**config.mk**
```make
export PLATFORM = sky130hd
export DESIGN_NAME = rtc_alarm_ctrl
export DESIGN_NICKNAME = d
export VERILOG_FILES = /design/src/rtl/rtc_alarm_ctrl.sv
export SDC_FILE = /design/constraint.sdc
export NUM_CORES = 1
export LEC_CHECK = 0
export ABC_AREA = 1
export CELL_PAD_IN_SITES_DETAIL_PLACEMENT = 0
export CELL_PAD_IN_SITES_GLOBAL_PLACEMENT = 1
export CORE_AREA = 3 3 117 119
export CTS_CLUSTER_DIAMETER = 120
export DETAILED_ROUTE_END_ITERATION = 12
export DIE_AREA = 0 0 120 122
export PLACE_DENSITY = 0.58
export SYNTH_ARGS = -nofsm -noshare
export SYNTH_HDL_FRONTEND = slang
export SYNTH_SLANG_ARGS = --single-unit
```
**constraint.sdc**
```tcl
create_clock -name clk -period 3.3 [get_ports clk]
set_input_delay 0.99 -clock clk [delete_from_list [all_inputs] [get_ports clk]]
set_output_delay 0.99 -clock clk [all_outputs]
set_load 0.05 [all_outputs]
```
**src/rtl/rtc_alarm_ctrl.sv**
```systemverilog
// User-facing controller for the rtc: time/alarm editing plus the alarm
// ring / snooze / stop sequence driving the buzzer.
module rtc_alarm_ctrl #(
    parameter int SNOOZE_MIN = 5,
    parameter int RING_SEC   = 30,
    parameter int MAX_SNOOZE = 3
) (
    input  logic       clk,
    input  logic       rst,
    input  logic [5:0] sec,
    input  logic [5:0] min,
    input  logic [4:0] hour,
    input  logic       alarm_hit,
    input  logic       btn_mode,
    input  logic       btn_inc,
    input  logic       btn_alarm,
    input  logic       btn_snooze,
    input  logic       btn_stop,
    output logic       set_load,
    output logic [4:0] set_hour,
    output logic [5:0] set_min,
    output logic [5:0] alarm_hr,
    output logic [5:0] alarm_min,
    output logic       alarm_en,
    output logic       buzzer,
    output logic [2:0] mode
);
    localparam int CW = $clog2(RING_SEC + 1);
    localparam int SW = $clog2(MAX_SNOOZE + 1);

    typedef enum logic [2:0] {M_RUN, M_SET_HR, M_SET_MIN, M_SET_AHR, M_SET_AMIN} mode_t;
    typedef enum logic [1:0] {R_IDLE, R_RING, R_SNOOZE} ring_t;

    mode_t         mode_q;
    ring_t         rstate;
    logic [4:0]    edit_hr, user_hr, snz_hr;
    logic [5:0]    edit_min, user_min, snz_min;
    logic          hit_q;
    logic [5:0]    sec_q;
    logic [CW-1:0] ring_cnt;
    logic [SW-1:0] snz_cnt;

    function automatic logic [4:0] inc_hr(input logic [4:0] h);
        return (h == 5'd23) ? 5'd0 : h + 5'd1;
    endfunction

    function automatic logic [5:0] inc_min(input logic [5:0] m);
        return (m == 6'd59) ? 6'd0 : m + 6'd1;
    endfunction

    // Increment lands before a same-cycle mode advance, so set_load sees it.
    logic [4:0] edit_hr_nx;
    logic [5:0] edit_min_nx;
    assign edit_hr_nx  = (mode_q == M_SET_HR  && btn_inc) ? inc_hr(edit_hr)   : edit_hr;
    assign edit_min_nx = (mode_q == M_SET_MIN && btn_inc) ? inc_min(edit_min) : edit_min;

    logic       trigger, alarm_off, timeout, min_wrap;
    logic [6:0] min_sum;
    logic [4:0] snz_hr_nx;
    logic [5:0] snz_min_nx;

    assign trigger   = alarm_hit && !hit_q && (mode_q == M_RUN) && alarm_en;
    assign alarm_off = btn_alarm && (mode_q == M_RUN) && alarm_en;
    assign timeout   = (ring_cnt >= CW'(RING_SEC));

    assign min_sum    = {1'b0, min} + 7'(SNOOZE_MIN);
    assign min_wrap   = (min_sum > 7'd59);
    assign snz_min_nx = min_wrap ? 6'(min_sum - 7'd60) : min_sum[5:0];
    assign snz_hr_nx  = min_wrap ? inc_hr(hour) : hour;

    always_ff @(posedge clk or posedge rst) begin
        if (rst) begin
            mode_q   <= M_RUN;
            edit_hr  <= '0;
            edit_min <= '0;
            user_hr  <= '0;
            user_min <= '0;
            alarm_en <= 1'b0;
            set_load <= 1'b0;
            set_hour <= '0;
            set_min  <= '0;
            hit_q    <= 1'b0;
            sec_q    <= '0;
        end else begin
            hit_q    <= alarm_hit;
            sec_q    <= sec;
            set_load <= 1'b0;
            edit_hr  <= edit_hr_nx;
            edit_min <= edit_min_nx;
            if (mode_q == M_SET_AHR && btn_inc)  user_hr  <= inc_hr(user_hr);
            if (mode_q == M_SET_AMIN && btn_inc) user_min <= inc_min(user_min);
            if (mode_q == M_RUN && btn_alarm)    alarm_en <= ~alarm_en;
            if (btn_mode) begin
                case (mode_q)
                    M_RUN: begin
                        edit_hr  <= hour;
                        edit_min <= min;
                        mode_q   <= M_SET_HR;
                    end
                    M_SET_HR:  mode_q <= M_SET_MIN;
                    M_SET_MIN: begin
                        mode_q   <= M_SET_AHR;
                        set_load <= 1'b1;
                        set_hour <= edit_hr_nx;
                        set_min  <= edit_min_nx;
                    end
                    M_SET_AHR: mode_q <= M_SET_AMIN;
                    default:   mode_q <= M_RUN;
                endcase
            end
        end
    end

    // Disabling the alarm overrides everything else in the ring sequence.
    always_ff @(posedge clk or posedge rst) begin
        if (rst) begin
            rstate   <= R_IDLE;
            ring_cnt <= '0;
            snz_cnt  <= '0;
            snz_hr   <= '0;
            snz_min  <= '0;
        end else if (alarm_off) begin
            rstate <= R_IDLE;
        end else begin
            case (rstate)
                R_IDLE: if (trigger) begin
                    rstate   <= R_RING;
                    ring_cnt <= '0;
                    snz_cnt  <= '0;
                end
                R_RING: begin
                    if (btn_stop) begin
                        rstate <= R_IDLE;
                    end else if (btn_snooze || timeout) begin
                        if (snz_cnt < SW'(MAX_SNOOZE)) begin
                            rstate  <= R_SNOOZE;
                            snz_cnt <= snz_cnt + SW'(1);
                            snz_hr  <= snz_hr_nx;
                            snz_min <= snz_min_nx;
                        end else begin
                            rstate <= R_IDLE;
                        end
                    end else if (sec != sec_q) begin
                        ring_cnt <= ring_cnt + CW'(1);
                    end
                end
                R_SNOOZE: begin
                    if (btn_stop) begin
                        rstate <= R_IDLE;
                    end else if (trigger) begin
                        rstate   <= R_RING;
                        ring_cnt <= '0;
                    end
                end
                default: rstate <= R_IDLE;
            endcase
        end
    end

    assign buzzer    = (rstate == R_RING);
    assign alarm_hr  = {1'b0, (rstate == R_SNOOZE) ? snz_hr : user_hr};
    assign alarm_min = (rstate == R_SNOOZE) ? snz_min : user_min;
    assign mode      = mode_q;
endmodule

```
==> impl_metrics.json, run 1 <==
{
  "drt_iter0_markers": 170,
  "syn-num-nets": 515,
  "fin_nets": 575,
  "clockBufferDepth": 2,
  "clockRootBuffer": "clkbuf_16",
  "arrival_ns": 2.02,
  "finalSetupTns_ns": 0,
  "synth_area_sq_um": 3800,
  "rsz0062_at_grt": "false",
  "synthToLayoutAreaGrowth_pct": 26.3,
  "synth_mux_area_share_pct": 0.263,
  "route.detailed.drc": 0,
  "core-area_sq_um": 12700,
  "cap_violations": 0,
  "p_leak_nw": 2.26,
  "fin_hold_ws_ns": 0.473,
  "synth_edf_count": 0,
  "clk_latency_ns": 0.34,
  "cts_sinks": 65,
  "startpoint_type": "flop",
  "synth_top_family_by_area": "simple AND/OR/NAND/NOR gates",
  "finalInstanceArea_sq_um": 4800,
  "path_class": "flop to primary output",
  "synth-xor-area-share_pct": 2.30,
  "synth-async-reset-ratio_pct": 100,
  "hold_path_depth": 2,
  "cts_buffers": 9,
  "die_h_microns": 122,
  "power_mw": 3.83,
  "track_usage_pct": 13.5,
  "final_cell_mix": "139 x nand2_1, 65 x dfrtp_1, 53 x inv_1",
  "hold_viol_final": 0,
  "dp_hpwl_microns": 6710,
  "numPortBuffers": 52,
  "rr_endpoint": "ring_cnt[2]$_DFFE_PP0P_",
  "yosysTopAreaCell": "dfrtp_1",
  "min_period_ns": 3.01,
  "postSynthCellCount": 478,
  "rr_worst_depth": 9,
  "synth_compound_area_share_pct": 10.1,
  "hold_path_class": "flop to flop",
  "dieArea_sq_um": 14600,
  "via_per_inst": 4.50,
  "grt_pass1_vias": 3222,
  "vias": 3211,
  "clock_skew_ns": 0.00612,
  "timing_worst_slew_pin_value_ns": 0.669,
  "setup_violations": 0,
  "start_util_pct": 30.0,
  "rrSetupSlack_ns": 1.52,
  "cts_hold_buf": 0,
  "ioPinCount": 54,
  "ir_drop_uv": 316,
  "yosysWarnings": 0,
  "grt_first_pass_wirelength_microns": 15600,
  "slew_headroom_pct": 55.3,
  "yosysTopAreaCellShare_pct": 42.8,
  "post_dp_cell_area_sq_um": 4540,
  "post_route_cells_drive_above_1_share_pct": 14.4,
  "die_x_microns": 120,
  "core.rowCount": 41,
  "h-tree-depth": 3,
  "setup_ws_ns": 0.289,
  "status": "completed",
  "reg2reg_from": "ring_cnt[0]$_DFFE_PP0P_",
  "path_max_fanout": 6,
  "diodes": 0,
  "cts_resized": 0,
  "post-route-period-util_pct": 91.2,
  "grt_remaining_overflow": 0,
  "drt-total-wl_microns": 8960,
  "synth_top_cells_by_area": "dfrtp_1 43%, nand2_1 14%, o21ai_0 5.8%",
  "cp_data_required_time_ns": 2.31,
  "ys_seq_elements": 65,
  "final_antenna_net_count": 0,
  "synth_cell_types": 46,
  "syn_area_per_cell_sq_um": 7.96,
  "synth_seq_area_share_pct": 42.8,
  "wl_per_cell_microns": 12.6,
  "antenna_found_initial": 0,
  "cts_tree": "yes",
  "fmax_mhz": 332,
  "synthSimpleGateAreaFrac_pct": 32.9,
  "pwr_density_cell_nw_per_um2": 798,
  "post-place-ws_ns": 0.388,
  "post_cts_buffers": 0,
  "holdPathEnd": "snz_cnt[1]$_DFFE_PP0P_",
  "dr.pass1.iters": 4,
  "worstSetupEndpointType": "primary output",
  "final_common_cell": "nand2_1",
  "ys.flop_type": "dfrtp_1",
  "gp_congestion": 0.822,
  "finalMaxSlewViolations": 0,
  "synthAdderAreaFrac_pct": 3.95,
  "grt_max_degree": 38,
  "hold_start": "snz_cnt[1]$_DFFE_PP0P_",
  "clkTransAtPathRegs_ns": 0.05
}
-- cells by family after synthesis --
family                     Yosys count
muxes                                1
and+or+nand+nor                    246
AOI/OAI and AO/OA                   72
DFF                                 65
xor gates and xnor gates            10
adders and majority gates           12
buffers and inverters               71
other                                1
-- cell type report --
cell class	count	area [sq um]
flip-flops and latches	65	1630
multi-input cells	342	1890
clock buffers	11	243
fillers	1333	7870
clock inverters	4	20.0
repair buffers	57	573
inverters	63	239
well taps	172	215
-- worst max-delay path: stages (launching register included) --
cell	delay, ns
dfrtp_1	0.41
inv_1	0.09
nor2_2	0.07
inv_1	0.17
nand2_1	0.08
nand2_1	0.07
clkdlybuf4s50_1	0.80
-- through the flow --
stage / cells / util, %
floorplan: 478 / -
global route: 714 / 37.9
detailed placement: 699 / 35.8
finish: 714 / 37.9
CTS: 714 / 37.9
global placement: 699 / 35.8
-- state kept, by name, summed over array words and instances, names as in the netlist --
| name | cells |
|---|---|
| snz_min | 6 |
| sec_q | 6 |
| user_hr | 5 |
| hit_q | 1 |
| ring_cnt | 5 |
| alarm_en | 1 |
| mode | 3 |
| set_min | 6 |
| set_load | 1 |
| edit_min | 6 |
| snz_cnt | 2 |
| snz_hr | 5 |
| edit_hr | 5 |
| rstate | 2 |
| user_min | 6 |
| set_hour | 5 |
-- metal layers --
layer / global-route usage [%] / wire length, microns
met5: 0 / 0
met4: 6.01 / 175
met3: 3.81 / 364
met2: 21.5 / 4170
met1: 17.1 / 4260
-- synth_stat cells (2+ instances only) --
cell      number
xor2_1         7
a21oi_1        8
nand3_4        2
ha_1          12
inv_2          7
inv_1         54
nand2_2        8
o21a_1         2
nand2_1      139
o22ai_1        2
o21ai_0       44
nor2_1        14
nand3b_1       3
nor3_1         6
o21ai_1        9
xnor2_1        3
nand3_1       31
nand2_4        2
nor2_4         4
nor3b_1        2
dfrtp_1       65
nor2_8         2
nor3_4         2
or2_2          6
buf_2          5
nand3_2        3
a31oi_1        2
nand4_1        8
nor2_2         9
-- power by group --
part / internal (mW) / switching (mW) / total [mW]
sequential: 1.07 / 0.206 / 1.28
combinational: 0.564 / 1.12 / 1.68
clock: 0.519 / 0.353 / 0.871
total: 2.16 / 1.68 / 3.83
-- how the worst max path moves through the flow --
stage                     slack [ns]  cells past startpoint                endpoint             startpoint
after global placement          0.47                     13   snz_hr[2]$_DFFE_PP0P_                 min[0]
after detailed placement        0.39                     12  snz_min[3]$_DFFE_PP0P_                 min[1]
after global routing            0.11                      6             alarm_hr[1]  rstate[1]$_DFFE_PP0P_
final                           0.29                      6             alarm_hr[2]  rstate[1]$_DFFE_PP0P_
after CTS                       0.25                      6             alarm_hr[2]  rstate[1]$_DFFE_PP0P_
after floorplan                 0.40                      4            alarm_min[1]  rstate[1]$_DFFE_PP0P_
Power figures use the tool's default switching activity.
==> run 2, diff against run 1 <==
--- a/config.mk
+++ b/config.mk
@@ -12,7 +12,7 @@
 export CTS_CLUSTER_DIAMETER = 120
 export DETAILED_ROUTE_END_ITERATION = 12
 export DIE_AREA = 0 0 120 122
-export PLACE_DENSITY = 0.58
+export PLACE_DENSITY = 0.62
 export SYNTH_ARGS = -nofsm -noshare
 export SYNTH_HDL_FRONTEND = slang
 export SYNTH_SLANG_ARGS = --single-unit
==> impl_metrics.json, run 2 (synthesized netlist as in run 1, its figures left out) <==
{
  "status": "completed",
  "clkTransAtPathRegs_ns": 0.06,
  "die_x_microns": 120,
  "ioPinCount": 54,
  "start_util_pct": 30.0,
  "clock_skew_ns": 0.00625,
  "cts_resized": 0,
  "grt_remaining_overflow": 0,
  "setup_violations": 0,
  "fmax_mhz": 327,
  "synthToLayoutAreaGrowth_pct": 27.2,
  "slew_headroom_pct": 66.3,
  "cts_tree": "yes",
  "core-area_sq_um": 12700,
  "clk_latency_ns": 0.33,
  "numPortBuffers": 52,
  "vias": 3248,
  "grt_max_degree": 66,
  "final_cell_mix": "139 x nand2_1, 65 x dfrtp_1, 53 x inv_1",
  "fin_hold_ws_ns": 0.480,
  "switching_share_pct": 42.5,
  "drt-total-wl_microns": 8780,
  "startpoint_type": "flop",
  "post_cts_buffers": 0,
  "drt_iter0_markers": 106,
  "rsz0062_at_grt": "false",
  "ir_drop_uv": 348,
  "path_class": "flop to primary output",
  "cts_buffers": 9,
  "post_dp_cell_area_sq_um": 4540,
  "p_leak_nw": 2.26,
  "cp_data_required_time_ns": 2.31,
  "h-tree-depth": 3,
  "worstSetupEndpointType": "primary output",
  "clockBufferDepth": 2,
  "gp_congestion": 0.849,
  "finalMaxSlewViolations": 0,
  "cts_sinks": 65,
  "final_cells": 714,
  "power_mw": 3.93,
  "power_frac_comb_pct": 42.9,
  "diodes": 0,
  "p_switching_mw": 1.67,
  "cts_hold_buf": 0,
  "track_usage_pct": 13.0,
  "post-route-period-util_pct": 92.7,
  "dieArea_sq_um": 14600,
  "grt_pass1_vias": 3196,
  "hold_path_class": "flop to flop",
  "arrival_ns": 2.07,
  "pwr_density_cell_nw_per_um2": 812,
  "route.detailed.drc": 0,
  "post_route_cells_drive_above_1_share_pct": 14.2,
  "p_int_mw": 2.26,
  "clockRootBuffer": "clkbuf_16",
  "wl_per_cell_microns": 12.3,
  "finalInstanceArea_sq_um": 4840,
  "dr.pass1.iters": 4,
  "finalSetupTns_ns": 0,
  "core.rowCount": 41,
  "final_antenna_net_count": 0,
  "path_max_fanout": 6,
  "min_period_ns": 3.06,
  "final_common_cell": "nand2_1",
  "seqPwrFrac_pct": 32.4,
  "hold_viol_final": 0,
  "place_inst": 699,
  "dp_hpwl_microns": 6520,
  "clockPowerShare_pct": 24.7,
  "grt_first_pass_wirelength_microns": 15200,
  "die_h_microns": 122,
  "via_per_inst": 4.55,
  "antenna_found_initial": 0,
  "timing_worst_slew_pin_value_ns": 0.504,
  "fin_nets": 575,
  "cap_violations": 0
}
-- run 2: cell types whose count changed in the layout (fill, tap and decap cells not counted) --
| cell | previous run | this run |
|---|---|---|
| bufinv_16 | 0 | 1 |
| clkbuf_8 | 1 | 2 |
| clkinv_2 | 4 | 0 |
| clkbuf_1 | 1 | 2 |
| clkinvlp_4 | 0 | 1 |
-- run 2: worst max-delay path, stage by stage (launching register included) --
cell	delay, ns
dfrtp_1	0.42
inv_1	0.11
nor2_2	0.07
inv_1	0.18
nand2_1	0.07
nand2_1	0.08
clkdlybuf4s50_1	0.80
-- run 2: through the flow --
step | util (%) | worst slack (ns)
6_report | 38.2 | 0.241
5_1_grt | 38.2 | 0.124
4_1_cts | 38.2 | 0.215
3_5_place_dp | 35.8 | 0.421
3_3_place_gp | 35.8 | 0.472
2_1_floorplan | - | 0.402
-- run 2: routing by layer --
layer	track usage, %	share of wire, %	vias up
met5	0	0	-
met4	5.58	1.8	0
met3	2.69	3.4	10
met2	21.0	46	54
met1	16.8	49	1523
li1	-	-	1661
-- run 2: final timing paths --
path | startpoint | end | slack (ns) | cells after the start
setup / recovery | rstate[1]$_DFFE_PP0P_ | alarm_hr[2] | 0.24 | 6
hold / removal | set_min[4]$_DFFE_PP0P_ | set_min[4]$_DFFE_PP0P_ | 0.48 | 2
setup reg to reg | ring_cnt[0]$_DFFE_PP0P_ | ring_cnt[2]$_DFFE_PP0P_ | 1.47 | 9
hold reg to reg | set_min[4]$_DFFE_PP0P_ | set_min[4]$_DFFE_PP0P_ | 0.48 | 2
max in group asynchronous | rst | user_min[5]$_DFFE_PP0P_ | 1.95 | 3
min in group asynchronous | rst | mode[0]$_DFFE_PP0P_ | 1.07 | 3
-- run 2: final cells by class --
cell class / count / area, sq um
Fill cell: 1358 / 7830
Multi-Input combinational cell: 342 / 1890
Sequential cell: 65 / 1630
Timing Repair Buffer: 57 / 573
Clock buffer: 13 / 260
Inverter: 63 / 239
Tap cell: 172 / 215
Clock inverter: 2 / 37.5
-- run 2: power by group through the flow --
stage | Sequential, mW | Combinational, mW | Clock, mW
after floorplan | 1.54 | 0.913 | 0
after global placement | 1.29 | 1.70 | 0
after detailed placement | 1.29 | 1.71 | 0
after CTS | 1.28 | 1.71 | 0.998
after global routing | 1.31 | 1.86 | 1.04
final | 1.27 | 1.68 | 0.971
==> run 3, diff against run 2 <==
--- a/config.mk
+++ b/config.mk
@@ -6,6 +6,7 @@
 export NUM_CORES = 1
 export LEC_CHECK = 0
 export ABC_AREA = 1
+export ABC_CLOCK_PERIOD_IN_PS = 3300
 export CELL_PAD_IN_SITES_DETAIL_PLACEMENT = 0
 export CELL_PAD_IN_SITES_GLOBAL_PLACEMENT = 1
 export CORE_AREA = 3 3 117 119
==> results of run 3 <==
No change in the layout: final DEF, timing and power equal those of run 2.
==> patch (flow settings as in run 1) <==
Change the parameter `RING_SEC` from 30 to 15.
--- a/src/rtl/rtc_alarm_ctrl.sv
+++ b/src/rtl/rtc_alarm_ctrl.sv
@@ -2,7 +2,7 @@
 // ring / snooze / stop sequence driving the buzzer.
 module rtc_alarm_ctrl #(
     parameter int SNOOZE_MIN = 5,
-    parameter int RING_SEC   = 30,
+    parameter int RING_SEC   = 15,
     parameter int MAX_SNOOZE = 3
 ) (
     input  logic       clk,
Behaviour: same outputs for any inputs over 4 cycles, from zero or initial values and one cycle with rst high; that may be too few to reach the edited logic, so the function may still have changed.
==> patch against run 1 <==
Power about the same. Setup slack improved by 240 ps. Area after synthesis down 5.9%. Wire length decreased by 0.42%. Critical path type is now in -> reg. Synthesized cell count down 1.0%. Cell area is 3.1% lower. Sequential share of layout area increased by 0.55 points. Sequential cell count fell by 1. Clock skew rose by 0.53 ps.
==> patch: results (changes against run 1) <==
Number of port buffers: 52 (unchanged). The met2 layer usage reported by global route is 20.9% (was 21.5%). For the max-slew headroom at the worst pin, the log shows 65.1% (was 55.3%). The run gives 6860 um (was 6710 um) as the post-detailed-placement half-perimeter wirelength. The final weighted congestion in routability-driven placement came out at 0.821 (was 0.822).

The flow ran to the end, and the final reports show no timing, DRC or antenna violations. For the depth of the CTS H-tree, the log shows 3 (unchanged). The tools report the number of detailed-route iterations in the first pass as 4 (unchanged). Share of layout cells above drive strength 1: 9.67% (was 14.4%). The antenna diode count is 0 (unchanged). Maximum number of pins on one net before global-route repair: 43 (was 38). The met3 usage in global routing was 2.88% (was 3.81%). The source of the worst register-to-register timing path was mode[2] (was ring_cnt[0]). For the worst-case register-to-register setup slack, the log shows 1520 ps (about the same). The violation count after the first detailed-routing iteration was 121 (was 170); the number of resized instances in the post-cts repair step was 0 (unchanged). The tools report the static leakage as 2.27 nW (was 2.26 nW).

The post-synthesis cell type count was 43 (was 46); the number of cells traversed by the worst register-to-register path was 8 (was 9). Post-CTS setup-driven buffer insertion count: 0 (unchanged). The signal arrival time at the worst endpoint was 2990 ps (was 2020 ps); the setup slack at placement was 194 ps (was 388 ps).

The sequential area share after synthesis is 44.8% (was 42.8%). The tools report the reg-to-reg endpoint as set_hour[4] (was ring_cnt[2]). The number of global-route vias before repair was 3115 (was 3222). Most used standard cells in the synthesized netlist: 152 x nand2_1, 64 x dfrtp_1, 57 x inv_1 (was 139 x nand2_1, 65 x dfrtp_1, 54 x inv_1). The number of nets produced by synthesis was 509 (was 515).

The tools report the buffer depth of the longest clock path as 2 (unchanged). The library cell with the largest summed area after synthesis is dfrtp_1 (unchanged). The wire length per cell came out at 12.6 um (about the same).

The worst min-delay path class was reg -> reg (unchanged). The maximum fanout count along the critical path was 8 (was 6). The first-pass GRT wire length is 15100 um (was 15600 um). The clock buffer count from CTS is 9 (unchanged), and the via count of the routed design is 3183 (was 3211). For the final-layout fill cell count, the log shows 1365 (was 1333). The worst ir drop on vdd was 283 uV (was 316 uV). Ranking of synthesized cells by area: dfrtp_1 45%, nand2_1 16%, inv_1 6.0% (was dfrtp_1 43%, nand2_1 14%, o21ai_0 5.8%).

The number of nets in the finished design was 569 (was 575); the global-route usage over all layers was 12.9% (was 13.5%). The clock slew seen by the registers of the worst setup and hold paths is 50 ps (about the same), and the number of antenna violations at the first check in global routing is 0 (unchanged). The met1 capacity usage during global routing came out at 16.5% (was 17.1%). Destination of the worst hold path: snz_cnt[1] (unchanged). Hold path startpoint: snz_cnt[1] (unchanged). The tools report the worst clock skew on the final layout as 6.65 ps (was 6.12 ps).
[patch: cell types whose count changed after synthesis, sizes merged, moves of 2 or more]
cell    before  now
nor2        29   33
nand4        9   11
o21ai       54   43
nor3         8    5
buf          7    2
nand2      149  156
inv         62   60
clkbuf       1    5
[patch: worst max-delay path by stage]
stage               from          end  cells after the start  slack, ps
2_1_floorplan  rstate[1]  alarm_hr[4]                      4        470
3_3_place_gp      min[0]    snz_hr[4]                     15        260
3_5_place_dp      min[0]   snz_min[2]                     14        190
4_1_cts        rstate[1]       buzzer                      2        520
5_1_grt           min[0]   snz_min[4]                     15        300
6_report          min[0]   snz_min[3]                     14        530
[patch: report_power, final]
group	total, mW	switching, mW	leakage [nW]	internal [mW]
Combinational	1.66	1.06	1.33	0.600
Clock	0.875	0.350	0.128	0.525
Sequential	1.29	0.225	0.812	1.07
[patch: per-stage QoR]
stage          util [%]  instances  power [mW]  area (sq um)  hold WS [ps]
6_report           36.7        710        3.83          4650           475
5_1_grt            36.7        710        4.11          4650           505
4_1_cts            36.7        710        3.89          4650           480
3_5_place_dp       34.6        694        2.99          4380           468
3_3_place_gp       34.6        694        2.97          4380           466
2_1_floorplan         -        473        2.37          3580           446
[patch: kinds of logic after synthesis]
kind of cell             after synthesis  synth area share, %
AO/OA/AOI/OAI                         67                 10.5
XOR/XNOR                               8                 1.96
adder cells (fa/ha/maj)               11                 3.85
buffers and inverters                 68                 7.52
flip-flops                            64                 44.8
multiplexers                           1                0.280
other                                  1                0.105
AND/OR/NAND/NOR                      253                 31.1
[patch: area by class of cell]
class                      count  area share, %
tap                          172           4.62
clock buffer                  11           5.22
inverter                      61           4.97
sequential                    64           34.4
timing repair buffer          56           13.4
multi-input combinational    341           36.7
clock inverter                 5          0.699
[patch: critical path: stages]
cell and delay (ps):
clkdlybuf4s50_1 560, ha_1 200, inv_1 50, nand2_1 110, nand2_1 150, inv_1 120
ha_1 140, nand2_1 60, inv_1 60, nand3_2 160, nand2_2 210, nand2_1 70
nand3_1 70, nand2_1 50
[patch: metal layers]
metal	vias up	part of all wire (%)
met2	43	48
met4	0	1.6
met5	-	0
met1	1485	47
li1	1643	-
met3	12	3.7
